## config.mk

```make
export PLATFORM = sky130hd
export DESIGN_NAME = ntsc_bram_writer
export DESIGN_NICKNAME = d
export VERILOG_FILES = /design/src/rtl/ntsc_bram_writer.sv
export SDC_FILE = /design/constraint.sdc
export NUM_CORES = 1
export LEC_CHECK = 0
export BUFFER_PORTS_ARGS = -buffer_cell sky130_fd_sc_hd__buf_2
export CORE_MARGIN = 4
export CORE_UTILIZATION = 30
export CTS_CLUSTER_DIAMETER = 200
export DETAILED_ROUTE_END_ITERATION = 6
export HOLD_SLACK_MARGIN = 0.03
export PLACE_DENSITY = 0.44
export SYNTH_ARGS = -nofsm -noshare
export SYNTH_HDL_FRONTEND = slang
export SYNTH_SLANG_ARGS = --single-unit
```

## constraint.sdc

```tcl
create_clock -name clk -period 4.35 [get_ports clk]
set_input_delay 0.435 -clock clk [delete_from_list [all_inputs] [get_ports clk]]
set_output_delay 0.435 -clock clk [all_outputs]
set_load 0.02 [all_outputs]
```

## src/rtl/ntsc_bram_writer.sv

```systemverilog
// Captures decimated NTSC luma from even fields into a BRAM frame buffer.
// One write per kept pixel; addr/din/we are registered for the BRAM port.
module ntsc_bram_writer #(
   parameter int unsigned LOGSIZE = 14,
   parameter int unsigned WIDTH   = 1,
   parameter int unsigned H_PIX   = 128,
   parameter int unsigned V_LINES = 128,
   parameter int unsigned HDEC    = 2,
   parameter logic [7:0]  THRESH  = 8'd128
) (
   input  logic               clk,
   input  logic               reset_n,
   input  logic               enable,
   input  logic [7:0]         luma,
   input  logic               dv,
   input  logic [2:0]         fvh,
   output logic [LOGSIZE-1:0] addr,
   output logic [WIDTH-1:0]   din,
   output logic               we,
   output logic               busy,
   output logic               frame_done
);

   localparam int unsigned XW = $clog2(H_PIX + 1);
   localparam int unsigned YW = $clog2(V_LINES + 1);
   localparam int unsigned PW = (HDEC > 1) ? $clog2(HDEC) : 1;

   typedef enum logic [1:0] {IDLE, WAIT_FIELD, CAPTURE, DONE} state_t;

   state_t             state_q, state_d;
   logic [XW-1:0]      x_q, x_d;
   logic [YW-1:0]      y_q, y_d;
   logic [PW-1:0]      phase_q, phase_d;
   logic [2:0]         fvh_q, fvh_d;
   logic [LOGSIZE-1:0] addr_q, addr_d;
   logic [WIDTH-1:0]   din_q, din_d;
   logic               we_q, we_d;
   logic               busy_q, busy_d;
   logic               done_q, done_d;

   logic               v_fall, v_rise, h_rise, pix_ok;
   logic [WIDTH-1:0]   pix_val;

   always_comb begin
      v_fall = fvh_q[1] & ~fvh[1];
      v_rise = ~fvh_q[1] & fvh[1];
      h_rise = ~fvh_q[0] & fvh[0];
      pix_ok = dv & ~fvh[1] & ~fvh[0];
      if (WIDTH == 1) pix_val = WIDTH'(luma >= THRESH);
      else            pix_val = luma[7 -: WIDTH];
   end

   always_comb begin
      state_d = state_q;
      x_d     = x_q;
      y_d     = y_q;
      phase_d = phase_q;
      fvh_d   = fvh;
      addr_d  = addr_q;
      din_d   = din_q;
      we_d    = 1'b0;
      case (state_q)
         IDLE: begin
            if (enable) state_d = WAIT_FIELD;
         end
         WAIT_FIELD: begin
            if (!enable) begin
               state_d = IDLE;
            end else if (v_fall && !fvh[2]) begin
               state_d = CAPTURE;
               x_d     = '0;
               y_d     = '0;
               phase_d = '0;
            end
         end
         CAPTURE: begin
            if (v_rise) begin
               state_d = DONE;
            end else if (h_rise) begin
               // Blank lines (no writes yet) must not consume a frame row.
               if (x_q != '0) y_d = y_q + 1'b1;
               x_d     = '0;
               phase_d = '0;
               if (y_d == YW'(V_LINES)) state_d = DONE;
            end else if (pix_ok) begin
               if (phase_q == '0 && x_q < XW'(H_PIX) && y_q < YW'(V_LINES)) begin
                  we_d   = 1'b1;
                  addr_d = LOGSIZE'(y_q) * LOGSIZE'(H_PIX) + LOGSIZE'(x_q);
                  din_d  = pix_val;
                  x_d    = x_q + 1'b1;
               end
               phase_d = (phase_q == PW'(HDEC - 1)) ? '0 : phase_q + 1'b1;
            end
         end
         DONE: begin
            state_d = enable ? WAIT_FIELD : IDLE;
         end
         default: state_d = IDLE;
      endcase
      busy_d = (state_d == WAIT_FIELD) || (state_d == CAPTURE);
      done_d = (state_d == DONE);
   end

   always_ff @(posedge clk or negedge reset_n) begin
      if (!reset_n) begin
         state_q <= IDLE;
         x_q     <= '0;
         y_q     <= '0;
         phase_q <= '0;
         fvh_q   <= '0;
         addr_q  <= '0;
         din_q   <= '0;
         we_q    <= 1'b0;
         busy_q  <= 1'b0;
         done_q  <= 1'b0;
      end else begin
         state_q <= state_d;
         x_q     <= x_d;
         y_q     <= y_d;
         phase_q <= phase_d;
         fvh_q   <= fvh_d;
         addr_q  <= addr_d;
         din_q   <= din_d;
         we_q    <= we_d;
         busy_q  <= busy_d;
         done_q  <= done_d;
      end
   end

   assign addr       = addr_q;
   assign din        = din_q;
   assign we         = we_q;
   assign busy       = busy_q;
   assign frame_done = done_q;

endmodule
```

After elaboration in Yosys (flattened, before gate mapping):

Cells that the tools add are included.

* add/sub/neg operators: 4
* multipliers: 0
* div/mod/pow operators: 0
* $lt $le $gt $ge: 3
* equal/unequal tests: 13
* shift operators: 0
* muxes and demuxes: 34
* bitwise logic cells: 12
* reduce and logical (&&, ||, !) cells: 12

Operators by type and width (number)
* 8-bit two-way mux: 12
* 8-bit case mux with 2 select lines: 2
* 8-bit by 1-bit adder with 8-bit output (second input constant): 2
* 8-bit < comparator (second input constant): 2
* 5-bit AND reduction: 3
* 14-bit by 8-bit adder with 14-bit output: 1
* 1-bit two-way mux: 12
* 2-bit two-way mux: 6
* 2-bit equality test (second input constant): 4
* 8-bit equality test (second input constant): 1
* 8-bit >= comparator (second input constant): 1
* 2-bit != test (second input constant): 4
* 2-bit case mux with 4 select lines: 1
* 8-bit nonzero test: 1
* 1-bit inverter: 7
* 3-bit != test (second input constant): 2
* 6-bit AND reduction: 1
* 1-bit AND: 5
* 2-bit by 1-bit equality test with 1-bit output (second input constant): 2
* 1-bit logical AND: 3
* 2-bit logical NOT: 1
* 1-bit case mux with 2 select lines: 1
* 2-bit nonzero test: 1
* 1-bit adder (second input constant): 1
* other kinds (2): 2

* register bits after elaboration: 39
* bits in latches: 0
* bits in writable memories: 0
* ROM bits: 0
* bits of input ports: 15
* output and inout bits: 18
* word-level logic and storage cells: 88
* memories kept: 0

Depth between registers and ports, before layout:

Gate-level depths: netlist (run 1).

* depth in word-level cells: 12
* depth in mapped cells: 8
* mapped depth without buffers: 8

Worst setup path before layout (run 1):

No wires, ideal clock.

* path type: flip-flop to flip-flop
* from: register x_q[0]
* to: register busy_q, in the netlist busy
* setup time: 0.126 ns
* data arrival time: 2.094 ns
* slack: 2.130 ns
* stages on the path, launching flop included: 9
* path through: dfrtp_1 > inv_1 > ha_1 > nor4b_4 > nand2_4 > or3_1 > a221o_1 > o31ai_2 > ha_1

* cells in the longest elaborated chain, start to end: 12
* elaborated cells between the ends (all ways): 13

RTL lines
* start, declared: RTL line 31 `logic [XW-1:0] x_q, x_d;`
* start signal, assigned: RTL line 107 `x_q <= '0;`
* start signal, assigned: RTL line 118 `x_q <= x_d;`
* 8-bit nonzero test (*): RTL line 81 `if (x_q != '0) y_d = y_q + 1'b1;`
* 8-bit two-way mux (*): RTL line 81
* 8-bit two-way mux (*): RTL line 79 `end else if (h_rise) begin`
* 8-bit two-way mux (*): RTL line 77 `if (v_rise) begin`
* 8-bit two-way mux (*): RTL line 62 `case (state_q)`
* 8-bit equality test (*): RTL line 84 `if (y_d == YW'(V_LINES)) state_d = DONE;`
* 2-bit two-way mux (*): RTL line 84
* 2-bit two-way mux (*): RTL line 79
* 2-bit two-way mux (*): RTL line 77
* 2-bit case mux with 4 select lines (*): RTL line 62
* net state_d[0]: RTL line 30 `state_t state_q, state_d;`
* 2-bit by 1-bit equality test with 1-bit output / 2-bit equality test (equally long branches): RTL line 100 `busy_d = (state_d == WAIT_FIELD) || (state_d == CAPTURE);`
* 1-bit logical OR (*): RTL line 100
* net busy_d: RTL line 38 `logic busy_q, busy_d;`
* end signal, assigned: RTL line 125 `busy_q <= busy_d;`
* end, declared: RTL line 38

Mark *: on every way through the listed nets, which the timed path passes. The rest lies on a longest branch. The select of a mux whose other input is x is not followed.
A chain may end at the register's enable or synchronous reset.

Worst setup path in the final report (run 1):

Ends and elaborated chain as after synthesis.

==> results, run 1 <==
- The worst setup path is of the reg -> reg kind.
- The height of the chip is around 90 um.
- For this run, the leading register cell type out of synthesis is sky130_fd_sc_hd__dfrtp_1.
- The number of levels in the clock H-tree is 2.
- The total power is just under 0.8 mW.
- The total area inside the core boundary comes to 6390 um2.
- The flow ran to the end, and the final reports show no timing, DRC or antenna violations.
- In this run, CTS created clock tree buffers numbering 5.
- Headroom to the max-slew limit came out at 0.392.
- The number of endpoints failing setup at the final stage is 0.
- The post-cts resize count is 0.
- The wire length of the first global-routing pass is between 7000 and 8000 um.
- Setup repair after global routing left no endpoint under its margin.
- The category of the worst setup path launch point is a flop.
- The width of the die is 89.2 um.
- The finished layout holds approximately 290 standard cells, fillers aside.
- The timing-limited maximum frequency is between 400 and 500 MHz.
- Walking the worst path, the cells encountered are inv_1, ha_1, nor4b_4, nand2_4, or3_1, a221o_1, o31ai_2, ha_1.
- The filler cells instantiated in the layout total roughly 660.
- Of the cells placed in the final design, the portion with a size suffix greater than 1 is 0.220.
- The portion of synthesized cell area occupied by the leading cell type is 0.493.
- The share of flip-flops with an asynchronous set or reset is 1.00.
- The initial standard-cell utilization of the core is 0.310.
- In this run, the number of DRC markers left after iteration 0 of detailed routing was 55.
- The final route contains 1,422 vias.
- In the post-synthesis netlist, the biggest area contributors are sky130_fd_sc_hd__dfrtp_1 49%, sky130_fd_sc_hd__ha_1 3.8%, sky130_fd_sc_hd__nand2_1 3.6%, sky130_fd_sc_hd__xor2_1 3.5%, sky130_fd_sc_hd__mux2_2 2.8%.
- The initial antenna violation count is 0.
- OpenSTA, run right after detailed placement, puts the worst setup slack at about 1.9 ns.
- The synthesized design contains 39 register bits.
- The reg-to-reg startpoint is x_q[0].
- Clock latency on the worst-skew pair, taken at its later pin, is around 0.30 ns.
- sky130_fd_sc_hd__dfrtp_1 takes more of the synthesized area than any other cell.
- Setup slack on the critical path of the routed design comes to 1.89 ns.
- Using the TritonRoute via totals, the vias-per-cell ratio works out to about 4.9.
- The number of sinks on the clock net is 39.
- In this run the tool buffered the top-level ports with 25 buffer cells.
- Of the synthesized area, sequential elements account for 0.493.
- For this design the static power due to leakage is about 1.1 nW.
- The path class of the tightest hold or removal check is in -> async.
- The worst setup path is captured at a flop.
- Summing all non-filler instances in the final layout gives an area of approximately 2300 um2.
- The clock edge transition at the registers on the reported setup and hold paths is around 0.080 ns.
- The number of nets in the finished design is between 200 and 250.
- Post-CTS timing repair inserted 0 buffers for setup.
- The number of rows in the core area is 29.
- The clock passes through at most 2 buffers.
- The via count of the first global-routing pass was between 1,000 and 1,500.
- The detail route stage leaves a number of antenna-violating nets equal to 0.
- After detailed routing, the number of remaining DRC violations is 0.
- Including well taps, the total number of placed cells is about 280.
- The number of enable-type register cells in the synthesized netlist is 0.
- The summed negative setup slack over all endpoints is 0 ns.
- The delay of the slowest critical-path stage is about 0.45 ns.
- The largest fanout of any net on the critical path is 9.
- Across every metal layer, demand over resource in global routing totals 0.120.
- The diode insertion count for antenna repair is 0.
- At the pin with the least slew margin, the transition time is 0.911 ns.
- The number of iterations in the first detailed-routing pass is 4.
- In this run the mean area of a mapped cell was 10.4 um2.
- The final design utilization is 0.356.
- The number of distinct library cells after synthesis is 48.
- The I/O pin count is 33.
- The post-synth net total is about 210.
- The worst path arrival time is 2.64 ns.
- The final layout contains routed wiring with a total length of 4120 um.
- The start point of the critical path is x_q[0].
- The die covers around 8000 um2.
- The routability-driven placement congestion ratio is about 0.75.
- On the final layout, the worst hold slack is ~0.26 ns.
- The final-report hold violation count is 0.
- The Yosys step of the flow raised 0 warnings.
- The post-synth design cell area is between 1500 and 2000 um2.
- The TritonCTS clock tree is done.
- The most used cell along the critical path is sky130_fd_sc_hd__ha_1.
- The synthesized instance count is between 150 and 200.
- The max capacitance violation total is 0.
- For this run the aggregate overflow at the end of global routing stands at 0.
- The number of hold buffers added after CTS is 0.
- Dividing the final minimum period by the clock period gives 0.567.
- Across the routed clock network, the largest skew measured is approximately 0.0086 ns.
- Summing all placed instances gives a cell area of 2160 um2.
- The layout overhead on the synthesized area is 15.1%.
- The slowest stage of the critical path is the sky130_fd_sc_hd__dfrtp_1 cell.
- The smallest clock period supported by the final layout is computed as around 2.5 ns.
- The root buffer cell is sky130_fd_sc_hd__clkbuf_8.
- Summed over all nets, the half-perimeter wirelength after detailed placement is 2930 um.
- Across the VDD grid, the largest voltage drop is between 150 and 200 uV.
- The power density normalized to cell area is between 300 and 400 nW/um2.
- Dividing the detail-routed wire length by the instance count gives 14.2 um.
- The final number of max-transition violations is 0.
- Entering global routing, the biggest net connects 40 pins.
- Data on the critical path is required at its endpoint by approximately 4.5 ns.
final cells by class:
type	instances	area, um2	share of cell area
multi-input cells	138	951	0.418
clock inverters	3	43.8	0.0192
flip-flops and latches	39	976	0.429
repair buffers	25	125	0.0550
inverters	4	15.0	0.00660
well taps	77	96.3	0.0423
clock buffers	5	68.8	0.0302
worst paths after layout:
check / to / slack [ns] / cells after the start
worst max-delay path: busy / 1.89 / 8
worst min-delay path: addr[12] / 0.26 / 1
worst max register to register: busy / 1.89 / 8
worst min register to register: addr[11] / 0.48 / 2
max in group asynchronous: frame_done / 3.52 / 1
min in group clk: fvh_q[0] / 0.27 / 1
cell usage after synthesis, types with 4 or more instances:
cell	count
sky130_fd_sc_hd__o21ai_1	11
sky130_fd_sc_hd__clkbuf_1	6
sky130_fd_sc_hd__nand2_1	19
sky130_fd_sc_hd__nor2_1	14
sky130_fd_sc_hd__a21oi_1	5
sky130_fd_sc_hd__mux2_2	5
sky130_fd_sc_hd__ha_1	6
sky130_fd_sc_hd__o21ai_0	9
sky130_fd_sc_hd__xor2_1	8
sky130_fd_sc_hd__dfrtp_1	39
sky130_fd_sc_hd__nand2b_1	4
sky130_fd_sc_hd__xnor2_1	5
sky130_fd_sc_hd__nand3_1	7
routing by layer:
layer	part of all wire	GRT usage	vias to the layer above
li1	-	-	722
met1	0.48	0.157	675
met2	0.47	0.187	19
met3	0.037	0.0396	6
met4	0.014	0.0365	0
met5	0	0	-
report_power, final:
| part | total, mW | internal (mW) | switching, mW |
|---|---|---|---|
| clock | 0.307 | 0.171 | 0.136 |
| combinational | 0.0726 | 0.0263 | 0.0463 |
| sequential | 0.391 | 0.377 | 0.0140 |
registers in the layout (all words and copies together), names as in the netlist:
name,flops
busy,1
state_q,2
phase_q,1
fvh_q,2
frame_done,1
we,1
addr,14
y_q,8
din,1
x_q,8
cell usage in the layout, fill, tap and decap left out, types with 2 or more instances in the layout:
| master | n |
|---|---|
| sky130_fd_sc_hd__o31ai_1 | 2 |
| sky130_fd_sc_hd__a211o_1 | 2 |
| sky130_fd_sc_hd__inv_1 | 3 |
| sky130_fd_sc_hd__nor2_1 | 14 |
| sky130_fd_sc_hd__o21ai_0 | 9 |
| sky130_fd_sc_hd__nor3_1 | 2 |
| sky130_fd_sc_hd__ha_1 | 6 |
| sky130_fd_sc_hd__a31oi_1 | 2 |
| sky130_fd_sc_hd__a21oi_1 | 5 |
| sky130_fd_sc_hd__dfrtp_1 | 39 |
| sky130_fd_sc_hd__o211ai_1 | 2 |
| sky130_fd_sc_hd__nand2b_1 | 4 |
| sky130_fd_sc_hd__a22o_1 | 2 |
| sky130_fd_sc_hd__o2111ai_1 | 2 |
| sky130_fd_sc_hd__clkbuf_8 | 5 |
| sky130_fd_sc_hd__mux2_1 | 3 |
| sky130_fd_sc_hd__xnor2_1 | 5 |
| sky130_fd_sc_hd__o21ai_1 | 11 |
| sky130_fd_sc_hd__a21o_1 | 3 |
| sky130_fd_sc_hd__and3_1 | 2 |
| sky130_fd_sc_hd__xor2_1 | 8 |
| sky130_fd_sc_hd__nand2_1 | 19 |
| sky130_fd_sc_hd__buf_2 | 25 |
| sky130_fd_sc_hd__nor2b_1 | 3 |
| sky130_fd_sc_hd__nand3_1 | 7 |
| sky130_fd_sc_hd__mux2_2 | 5 |
worst max-delay path, delay by kind of cell (launching register included):
kind	cells	cell delay, ns
compound gates	2	0.58
flops	1	0.45
simple gates	3	0.79
fa+ha+maj	2	0.43
buf+inv	1	0.10
cells by family (layout without fill, tap and decap cells):
logic type                 after synthesis  in the layout  share of synthesized area
xor gates and xnor gates                13             13                     0.0576
DFF                                     39             39                      0.493
and+or+nand+nor                         65             65                      0.187
muxes                                    8              8                     0.0455
AOI/OAI and AO/OA                       46             46                      0.153
buffers and inverters                   13             37                     0.0259
adders and majority gates                6              6                     0.0379
(Power assumes the default switching activity.)
==> run 2, diff against run 1 <==
==> constraint.sdc (replaced) <==
create_clock -name clk -period 2.5 [get_ports clk]
set_input_delay 0.25 -clock clk [delete_from_list [all_inputs] [get_ports clk]]
set_output_delay 0.25 -clock clk [all_outputs]
set_load 0.02 [all_outputs]
==> run 2 against run 1 <==
  * Cell count up 3.4%
  * Count of clock-buffer cells in the layout up 2
  * Core utilization up 1.0 points
  * Sequential power up 74%
  * Sequential cell count unchanged
  * Critical path depth up 1
  * Cell area up 2.9%
  * Clock power up 54%
  * Highest routed layer is now met3
==> results, run 2 (synthesis gave the netlist of run 1 again) <==
- The width of the die is roughly 90 um.
- The vias per cell is 4.78.
- No sink is reached through more buffers than the 2 on the longest clock path.
- The core region is ~6400 um2.
- The clock edge transition at the registers on the reported setup and hold paths is about 0.080 ns.
- The detailed-placement wirelength estimate is roughly 3000 um.
- The insertion delay of the later-clocked pin in the worst-skew pair is around 0.29 ns.
- The number of antenna diodes in the final layout is 0.
- The analysis attributes to cell leakage a power of ~1.1 nW.
- The pin count of the biggest net entering global routing is 40.
- The count of nets left with antenna violations once routing finished came out at 0.
- The worst-case clock skew is between 0.008 and 0.009 ns.
- The number of flip-flops in the largest register is 14.
- The pre-antenna-repair detailed-routing pass consisted of 4 iterations.
- For the pin with the worst max-slew slack, the measured transition is between 0.8 and 0.9 ns.
- The number of DRC violations after detailed-routing iteration 0 is 90.
- The routability-driven placement congestion ratio is between 0.7 and 0.8.
- The layout overhead on the synthesized area is 18.4%.
- The routed design has about 4100 um of wire.
- The I/O pin count is 33.
- The category of the worst setup path capture point is a flop.
- The worst ir drop on vdd is about 260 uV.
- The root buffer cell is sky130_fd_sc_hd__clkbuf_8.
- The start point of the critical path is x_q[1].
- For the final routed database, the setup TNS stands at 0 ns.
- In the final routed layout, each cell accounts on average for 13.7 um.
- The detailed-route via count is 1,438.
- In this run the tightest slew margin relative to its limit is 0.412.
- The number of buffers inserted by port buffering is 25.
- In the final layout, the share of cells above drive strength 1 is 0.254.
- In this run, post-CTS repair resized a total of 0 instances.
- The largest fanout of any net on the critical path is 5.
- The via count of the first global-routing pass is 1,450.
- After filler insertion, the fill cell instance count of the layout stands at approximately 660.
- The initial antenna violation count is 0.
- Clock tree synthesis inserted a total of 5 buffers.
- For this run, the post-layout net count is 244.
- The all-layer global routing usage is 0.116.
- The worst register-to-register path has a depth of 9.
- The classification of the worst-slack hold path is in -> async.
- Leaving out fill and tap cells, the most frequent cells in the layout are 39 x sky130_fd_sc_hd__dfrtp_1, 25 x sky130_fd_sc_hd__buf_2, 19 x sky130_fd_sc_hd__nand2_1, 14 x sky130_fd_sc_hd__nor2_1, 11 x sky130_fd_sc_hd__o21ai_1.
- The TritonCTS clock tree is done.
- The flow ran to the end, and the final reports show no timing, DRC or antenna violations.
- The H-tree was split into 2 levels.
- The setup path with the least slack is of type reg -> reg.
- The first global-routing pass estimated roughly 7000 um of wire.
- The category of the worst setup path launch point is a flop.
- The number of rows in the core area is 29.
- Dividing the final minimum period by the clock period gives 0.929.
- The minimum hold slack is 0.0762 ns.
- The clock drives 39 sinks.
- Data on the critical path arrives at its endpoint at 2.49 ns.
- Leaving out fill and tap cells, the most frequent cell in the layout is sky130_fd_sc_hd__dfrtp_1.
- Setup repair after global routing left no endpoint under its margin.
- The total grt overflow is 0.
- At the worst endpoint, the required time is roughly 2.7 ns.
- The design draws about 1.3 mW.
- After detailed routing, the number of remaining DRC violations is 0.
- The timing-limited maximum frequency is 430 MHz.
- The floorplan step defined a die boundary enclosing approximately 8000 um2.
- The tool flagged a number of max-cap violations equal to 0.
- The post-route minimum period is ~2.3 ns.
- The initial standard-cell utilization of the core is 0.310.
- In this run the power density over the cells is 553 nW/um2.
- Setup violations remaining at the end of the flow were counted as 0.
- The final-report hold violation count is 0.
- From bottom edge to top edge, the die measures about 89 um.
- The reg-to-reg startpoint is x_q[1].
- The final number of max-transition violations came to 0.
## run 2: changes by cell type in the layout (fill, tap and decap cells not counted), sizes merged
cell      before  now
buf           25   35
bufinv         1    0
clkbuf         5    7
clkinv         2    0
clkinvlp       0    1
## run 2: routing by layer
metal / GRT usage / share of wire / vias up
met3: 0.0313 / 0.042 / 0
li1: - / - / 738
met1: 0.145 / 0.47 / 669
met5: 0 / 0 / -
met4: 0.0325 / 0 / 0
met2: 0.196 / 0.48 / 31
## run 2: layout make-up
type,count,area (um2),area share
clock inverters,1,7.51,0.00321
multi-input cells,138,951,0.406
inverters,4,15.0,0.00641
clock buffers,7,96.3,0.0411
flip-flops and latches,39,976,0.417
well taps,77,96.3,0.0411
repair buffers,35,200,0.0855
## run 2: final timing paths
path,slack (ns),endpoint
min,0.08,addr[13]
min reg2reg,0.48,addr[11]
max in group asynchronous,1.87,state_q[0]
min in group clk,0.09,fvh_q[0]
max reg2reg,0.18,busy
max,0.18,busy
## run 2: what timing repair did
item / CTS / global route
endpoints found under the setup margin: 0 / 1
hold endpoints to repair: 0 / 0
buffers inserted: 0 / 1
hold buffers: 0 / 0
## run 2: where the power goes
group / switching [mW] / internal, mW / total [mW]
clock: 0.221 / 0.251 / 0.472
combinational: 0.0857 / 0.0593 / 0.145
sequential: 0.0220 / 0.657 / 0.679
total: 0.328 / 0.967 / 1.30
## run 2: worst max-delay path: stages, from the launching register on
cell and delay [ns]:
sky130_fd_sc_hd__dfrtp_1 0.41, sky130_fd_sc_hd__inv_1 0.08, sky130_fd_sc_hd__ha_1 0.20, sky130_fd_sc_hd__nor4b_4 0.14
sky130_fd_sc_hd__buf_4 0.15, sky130_fd_sc_hd__a21oi_1 0.31, sky130_fd_sc_hd__and3_1 0.21, sky130_fd_sc_hd__o21ai_1 0.10
sky130_fd_sc_hd__o31ai_2 0.32, sky130_fd_sc_hd__ha_1 0.28
## run 2: through the flow
stage / utilization / setup slack, ns / cells / instance area (um2)
2_1_floorplan: - / 0.280 / 190 / 1980
3_3_place_gp: 0.349 / 0.126 / 292 / 2230
3_5_place_dp: 0.349 / 0.102 / 292 / 2230
4_1_cts: 0.366 / 0.0947 / 300 / 2330
5_1_grt: 0.367 / 0.0122 / 301 / 2340
6_report: 0.367 / 0.177 / 301 / 2340
